[src/rtl/mdu_mac_iter.sv]
// Iterative radix-2^STEP shift-add multiply / multiply-accumulate unit.
// Signed ops run on magnitudes; the sign is applied once in FIX before accumulation.
module mdu_mac_iter #(
  parameter int WIDTH = 32,
  parameter int STEP  = 2
) (
  input  logic               clk,
  input  logic               rst,
  input  logic               start_i,
  input  logic               annul_i,
  input  logic [2:0]         op_i,
  input  logic [WIDTH-1:0]   opdata1_i,
  input  logic [WIDTH-1:0]   opdata2_i,
  input  logic [WIDTH-1:0]   hi_i,
  input  logic [WIDTH-1:0]   lo_i,
  output logic [2*WIDTH-1:0] result_o,
  output logic               ready_o,
  output logic               busy_o
);

  localparam int ITERS = WIDTH / STEP;
  localparam int CNT_W = $clog2(ITERS + 1);
  localparam int DW    = 2 * WIDTH;

  typedef enum logic [1:0] {
    S_IDLE,
    S_CALC,
    S_FIX,
    S_DONE
  } state_t;

  state_t           r_state;
  state_t           w_state_nxt;

  logic [DW-1:0]    r_mcand;
  logic [WIDTH-1:0] r_mplier;
  logic             r_neg;
  logic [DW-1:0]    r_acc;
  logic [1:0]       r_mode;
  logic [DW-1:0]    r_prod;
  logic [CNT_W-1:0] r_cnt;
  logic [DW-1:0]    r_result;
  logic             r_ready;

  logic             w_accept;
  logic             w_last;
  logic [WIDTH-1:0] w_abs1;
  logic [WIDTH-1:0] w_abs2;
  logic [DW-1:0]    w_pp;
  logic [DW-1:0]    w_p;
  logic [DW-1:0]    w_fix;

  assign w_accept = start_i & ~annul_i & ~(op_i[2] & op_i[1]);
  assign w_last   = (r_cnt == CNT_W'(ITERS - 1));

  // The most negative operand negates to itself, which read unsigned is its exact magnitude.
  assign w_abs1 = (op_i[0] && opdata1_i[WIDTH-1]) ? -opdata1_i : opdata1_i;
  assign w_abs2 = (op_i[0] && opdata2_i[WIDTH-1]) ? -opdata2_i : opdata2_i;

  // r_mcand is pre-shifted each iteration, so the digit weight is implicit.
  always_comb begin
    w_pp = '0;
    for (int j = 0; j < STEP; j++) begin
      if (r_mplier[j]) w_pp = w_pp + (r_mcand << j);
    end
  end

  assign w_p = r_neg ? -r_prod : r_prod;

  always_comb begin
    w_fix = w_p;
    case (r_mode)
      2'b01:   w_fix = r_acc + w_p;
      2'b10:   w_fix = r_acc - w_p;
      default: w_fix = w_p;
    endcase
  end

  always_comb begin
    w_state_nxt = r_state;
    case (r_state)
      S_IDLE: if (w_accept) w_state_nxt = S_CALC;
      S_CALC: begin
        if (annul_i)     w_state_nxt = S_IDLE;
        else if (w_last) w_state_nxt = S_FIX;
      end
      S_FIX:  w_state_nxt = annul_i ? S_IDLE : S_DONE;
      S_DONE: if (annul_i || !start_i) w_state_nxt = S_IDLE;
      default: w_state_nxt = S_IDLE;
    endcase
  end

  always_ff @(posedge clk) begin
    if (rst) r_state <= S_IDLE;
    else     r_state <= w_state_nxt;
  end

  always_ff @(posedge clk) begin
    if (rst) begin
      r_mcand  <= '0;
      r_mplier <= '0;
      r_neg    <= 1'b0;
      r_acc    <= '0;
      r_mode   <= '0;
      r_prod   <= '0;
      r_cnt    <= '0;
      r_result <= '0;
      r_ready  <= 1'b0;
    end else begin
      r_ready <= (w_state_nxt == S_DONE);
      case (r_state)
        S_IDLE: begin
          if (w_accept) begin
            r_mcand  <= DW'(w_abs1);
            r_mplier <= w_abs2;
            r_neg    <= op_i[0] & (opdata1_i[WIDTH-1] ^ opdata2_i[WIDTH-1]);
            r_acc    <= {hi_i, lo_i};
            r_mode   <= op_i[2:1];
            r_prod   <= '0;
            r_cnt    <= '0;
          end
        end
        S_CALC: begin
          if (!annul_i) begin
            r_prod   <= r_prod + w_pp;
            r_mcand  <= r_mcand << STEP;
            r_mplier <= r_mplier >> STEP;
            r_cnt    <= r_cnt + CNT_W'(1);
          end
        end
        S_FIX: begin
          if (!annul_i) r_result <= w_fix;
        end
        default: ;
      endcase
    end
  end

  assign result_o = r_result;
  assign ready_o  = r_ready;
  assign busy_o   = (r_state == S_CALC) || (r_state == S_FIX);

endmodule

[config.mk]
export PLATFORM = sky130hd
export DESIGN_NAME = mdu_mac_iter
export DESIGN_NICKNAME = d
export VERILOG_FILES = /design/src/rtl/mdu_mac_iter.sv
export SDC_FILE = /design/constraint.sdc
export NUM_CORES = 1
export LEC_CHECK = 0
export CORE_MARGIN = 5
export CORE_UTILIZATION = 45
export DETAILED_ROUTE_END_ITERATION = 12
export DONT_BUFFER_PORTS = 1
export SLEW_MARGIN = 20
export SYNTH_ARGS = -nofsm -noshare
export SYNTH_HDL_FRONTEND = slang
export SYNTH_SLANG_ARGS = --single-unit
[constraint.sdc]
create_clock -name clk -period 9.7 [get_ports clk]
set_input_delay 1.455 -clock clk [delete_from_list [all_inputs] [get_ports clk]]
set_output_delay 1.455 -clock clk [all_outputs]
set_load 0.05 [all_outputs]
==> summary.md <==
| Metric | Value |
|---|---|
| Critical Path Start Type | `flip-flop` |
| Number of fillers in the final layout | `6360` |
| Routed vias/inst | `5.85` |
| CTS tree | `yes` |
| Async set or reset register ratio after synthesis | `0%` |
| DP HPWL | `between 60 and 70 mm` |
| Critical path's slowest cell | `dfxtp_2` |
| Multi-input gate area | `20900 sq um` |
| Clock Tree Buf Depth | `3` |
| Drt total wl | `82.2 mm` |
| Worst hold margin | `453 ps` |
| Synth cell types | `89` |
| Run status | `finished, final reports clean` |
| Layout cells sized above 1 | `under 10%` |
| CTS hold repair buffers | `0` |
| Hold endpoint | `r_mplier[3]` |
| GRT Total Usage | `a little under a quarter` |
| CP Capture Type | `flip-flop` |
| Total Nets Final | `4054` |
| Cells after Synth | `3942` |
| HP Start | `r_mplier[3]` |
| GPL Wtd Cong | `0.954` |
| DRT antenna net count | `0` |
| Area contributors post-synth | `dfxtp_1, ha_1, nand2_1, a21oi_1, xnor2_1` |
| Syn_area_per_cell | `7.15 sq um` |
| Total gr overflow | `0` |
| HP Class | `reg -> reg` |
| Ys Warns | `0` |
| Most used cell along the critical path | `nand2_1` |
| WP data required | `between 10000 and 15000 ps` |
| Number of max-cap violations | `0` |
| Post-synthesis sequential area ratio | `between 20% and 30%` |
| Clock latency on the worst-skew pair | `between 500 and 600 ps` |
| Fmax | `129 MHz` |
| Post_cts resized | `0` |
| Hold Crit Depth | `2` |
| Final setup fails | `0` |
| Antenna Cells | `0` |
| Number of port buffers | `0` |
| Core ar. | `61800 sq um` |
| Worst Path Class, Setup | `reg -> reg` |
| P_leak | `12.3 nW` |
| CP max FO | `30` |
| Reg-to-Reg Start | `r_mplier[0]` |
| Rows | `91` |
| Crit path buf inv count | `2` |
| CTS buffer count | `37` |
| Maximum VDD drop | `0.0927 mV` |
| Critical path's largest stage delay | `640 ps` |
| Register area | `5990 sq um` |
| Die ar. | `67700 sq um` |
| Worst r2r dst | `r_prod[61]` |
| Initial antenna violation count | `0` |
| Wire length per cell | `17.9 um` |
| Synth top area share | `21.2%` |
| Crit path max-delay family | `compound AO/OA/AOI/OAI gates` |
| H-tree depth | `2` |
| Final Hold Viols | `0` |
| Finished Layout Cells | `4596` |
| Arrival @ worst endpoint | `8190 ps` |
| Num ports | `between 200 and 250` |
| Post-layout minimum cycle time | `7740 ps` |
| Clock sinks | `299` |
| Initial Util | `a little under half` |
| Syn Nets | `between 4000 and 5000` |
| Worst Skew | `17.5 ps` |
| Slew HR | `24.7%` |
| Final worst-path cycle share | `79.8%` |
| Fin. max-slew vios | `0` |
| Die H | `260 um` |
| CTS root buf | `clkbuf_16` |
| Yosys top cell by area | `dfxtp_1` |
| First-pass GRT wire length | `133 mm` |
| Post-synth EDFFs | `0` |
| RSZ-0062 raised after global routing | `false` |
| Pwr per Cell Area | `120 nW/um^2` |
| Main flop type after synthesis | `dfxtp_1` |
| #FFs+latches synth | `between 200 and 300` |
| Worst-path clk slew | `~60 ps` |
| Setup_tns | `0 ps` |
| Detailed-route via count | `around 27000` |
| Vias in the first global route | `around 25000` |
| R2R setup slack | `1960 ps` |
| Postcts setup bufs | `0` |
| R2R depth | `29` |
| Die W | `roughly 260 um` |
| Detailed Route Iter0 Violations | `1884` |
| Post-Syn Area | `28200 sq um` |
| Synthesis-to-finish area growth | `5.48%` |
| First-pass detailed-route iteration total | `6` |
| Largest net degree at the start of global routing | `approximately 280` |
| DRC Markers | `0` |
| Placed instance count | `4529` |
| Worst-Margin Slew | `1120 ps` |
==> synthesized netlist by cell type (all sizes together), types with 38 or more instances <==
cell type  number
nand2         577
a21oi         423
nor2          328
dfxtp         299
o21ai         243
clkbuf        237
ha            185
xnor2         183
xor2          182
a21o          136
nor3           92
inv            75
a22oi          74
and2           68
nand3          67
nand4          57
a31oi          44
mux2           44
a211oi         40
o31ai          40
nand2b         38
==> power by group <==
group | internal, mW | leakage, nW | switching, mW
sequential | 1.26 | 2.42 | 0.0419
combinational | 0.299 | 9.27 | 0.437
clock | 0.942 | 0.656 | 0.581
total | 2.50 | 12.3 | 1.06
==> sequential cells by signal, indices dropped and copies added (netlist names) <==
signal,cells
result_o,64
r_mplier,32
r_state,2
r_cnt,5
r_mcand,64
r_prod,64
r_neg,1
ready_o,1
r_acc,64
r_mode,2
==> cell usage in the layout (no fill, tap or decap), types with 66 or more instances in the layout <==
master and instances:
o21ai_0 240, and2_1 67, xnor2_1 183, ha_1 183
xor2_1 182, nor2_1 326, a21oi_1 422, a21o_1 136
dfxtp_1 296, nor3_1 91, inv_1 74, a22oi_1 74
nand3_1 66, nand2_1 576
==> worst min-delay path, delay by kind of cell, from the launching register on <==
| kind | cells | cell delay (ps) |
|---|---|---|
| DFF | 1 | 310 |
| and+or+nand+nor | 1 | 50 |
| AOI/OAI and AO/OA | 1 | 50 |
==> cell families (layout without fill, tap and decap cells) <==
kind of cell               after synthesis  in the layout  share of synthesized area, %
and+or+nand+nor                       1416           1416                          23.4
AOI/OAI and AO/OA                     1263           1263                          28.4
xor gates and xnor gates               365            365                          11.3
buffers and inverters                  346            163                          4.72
DFF                                    299            299                          21.2
adders and majority gates              189            189                          8.46
muxes                                   64             64                          2.47
==> worst max path at each step <==
stage / startpoint / endpoint / slack, ps / cells after the start
after global routing: r_mplier[0] / r_prod[61] / 1370 / 29
after detailed placement: r_mplier[0] / r_prod[61] / 2110 / 29
after CTS: r_mplier[0] / r_prod[61] / 2090 / 29
final: r_mplier[0] / r_prod[61] / 1960 / 29
after global placement: r_mplier[0] / r_prod[61] / 2200 / 29
after floorplan: r_mplier[0] / r_prod[61] / 1920 / 36
==> layout make-up <==
class | instances | area share, %
Clock buffer | 49 | 3.61
Clock inverter | 18 | 0.871
Inverter | 76 | 0.960
Multi-Input combinational cell | 3297 | 70.4
Sequential cell | 299 | 20.2
Tap cell | 837 | 3.52
Timing Repair Buffer | 20 | 0.505
==> per-stage QoR <==
stage	setup slack (ps)	area [sq um]	total power, mW	util (%)
floorplan	1920	28200	1.91	-
global placement	2200	28400	2.06	45.9
finish	1960	29700	3.56	48.1
global route	1370	29700	3.72	48.1
detailed placement	2110	28400	2.05	45.9
CTS	2090	29700	3.59	48.1
==> layer usage <==
metal / global-route usage (%) / up-vias / wire length, um
met5: 0 / - / 0
met4: 6.00 / 0 / 2030
met3: 4.10 / 107 / 5160
met2: 34.5 / 666 / 33700
met1: 35.0 / 12300 / 41300
li1: - / 13800 / -
Note: power is estimated with default switching activity, not from simulation.
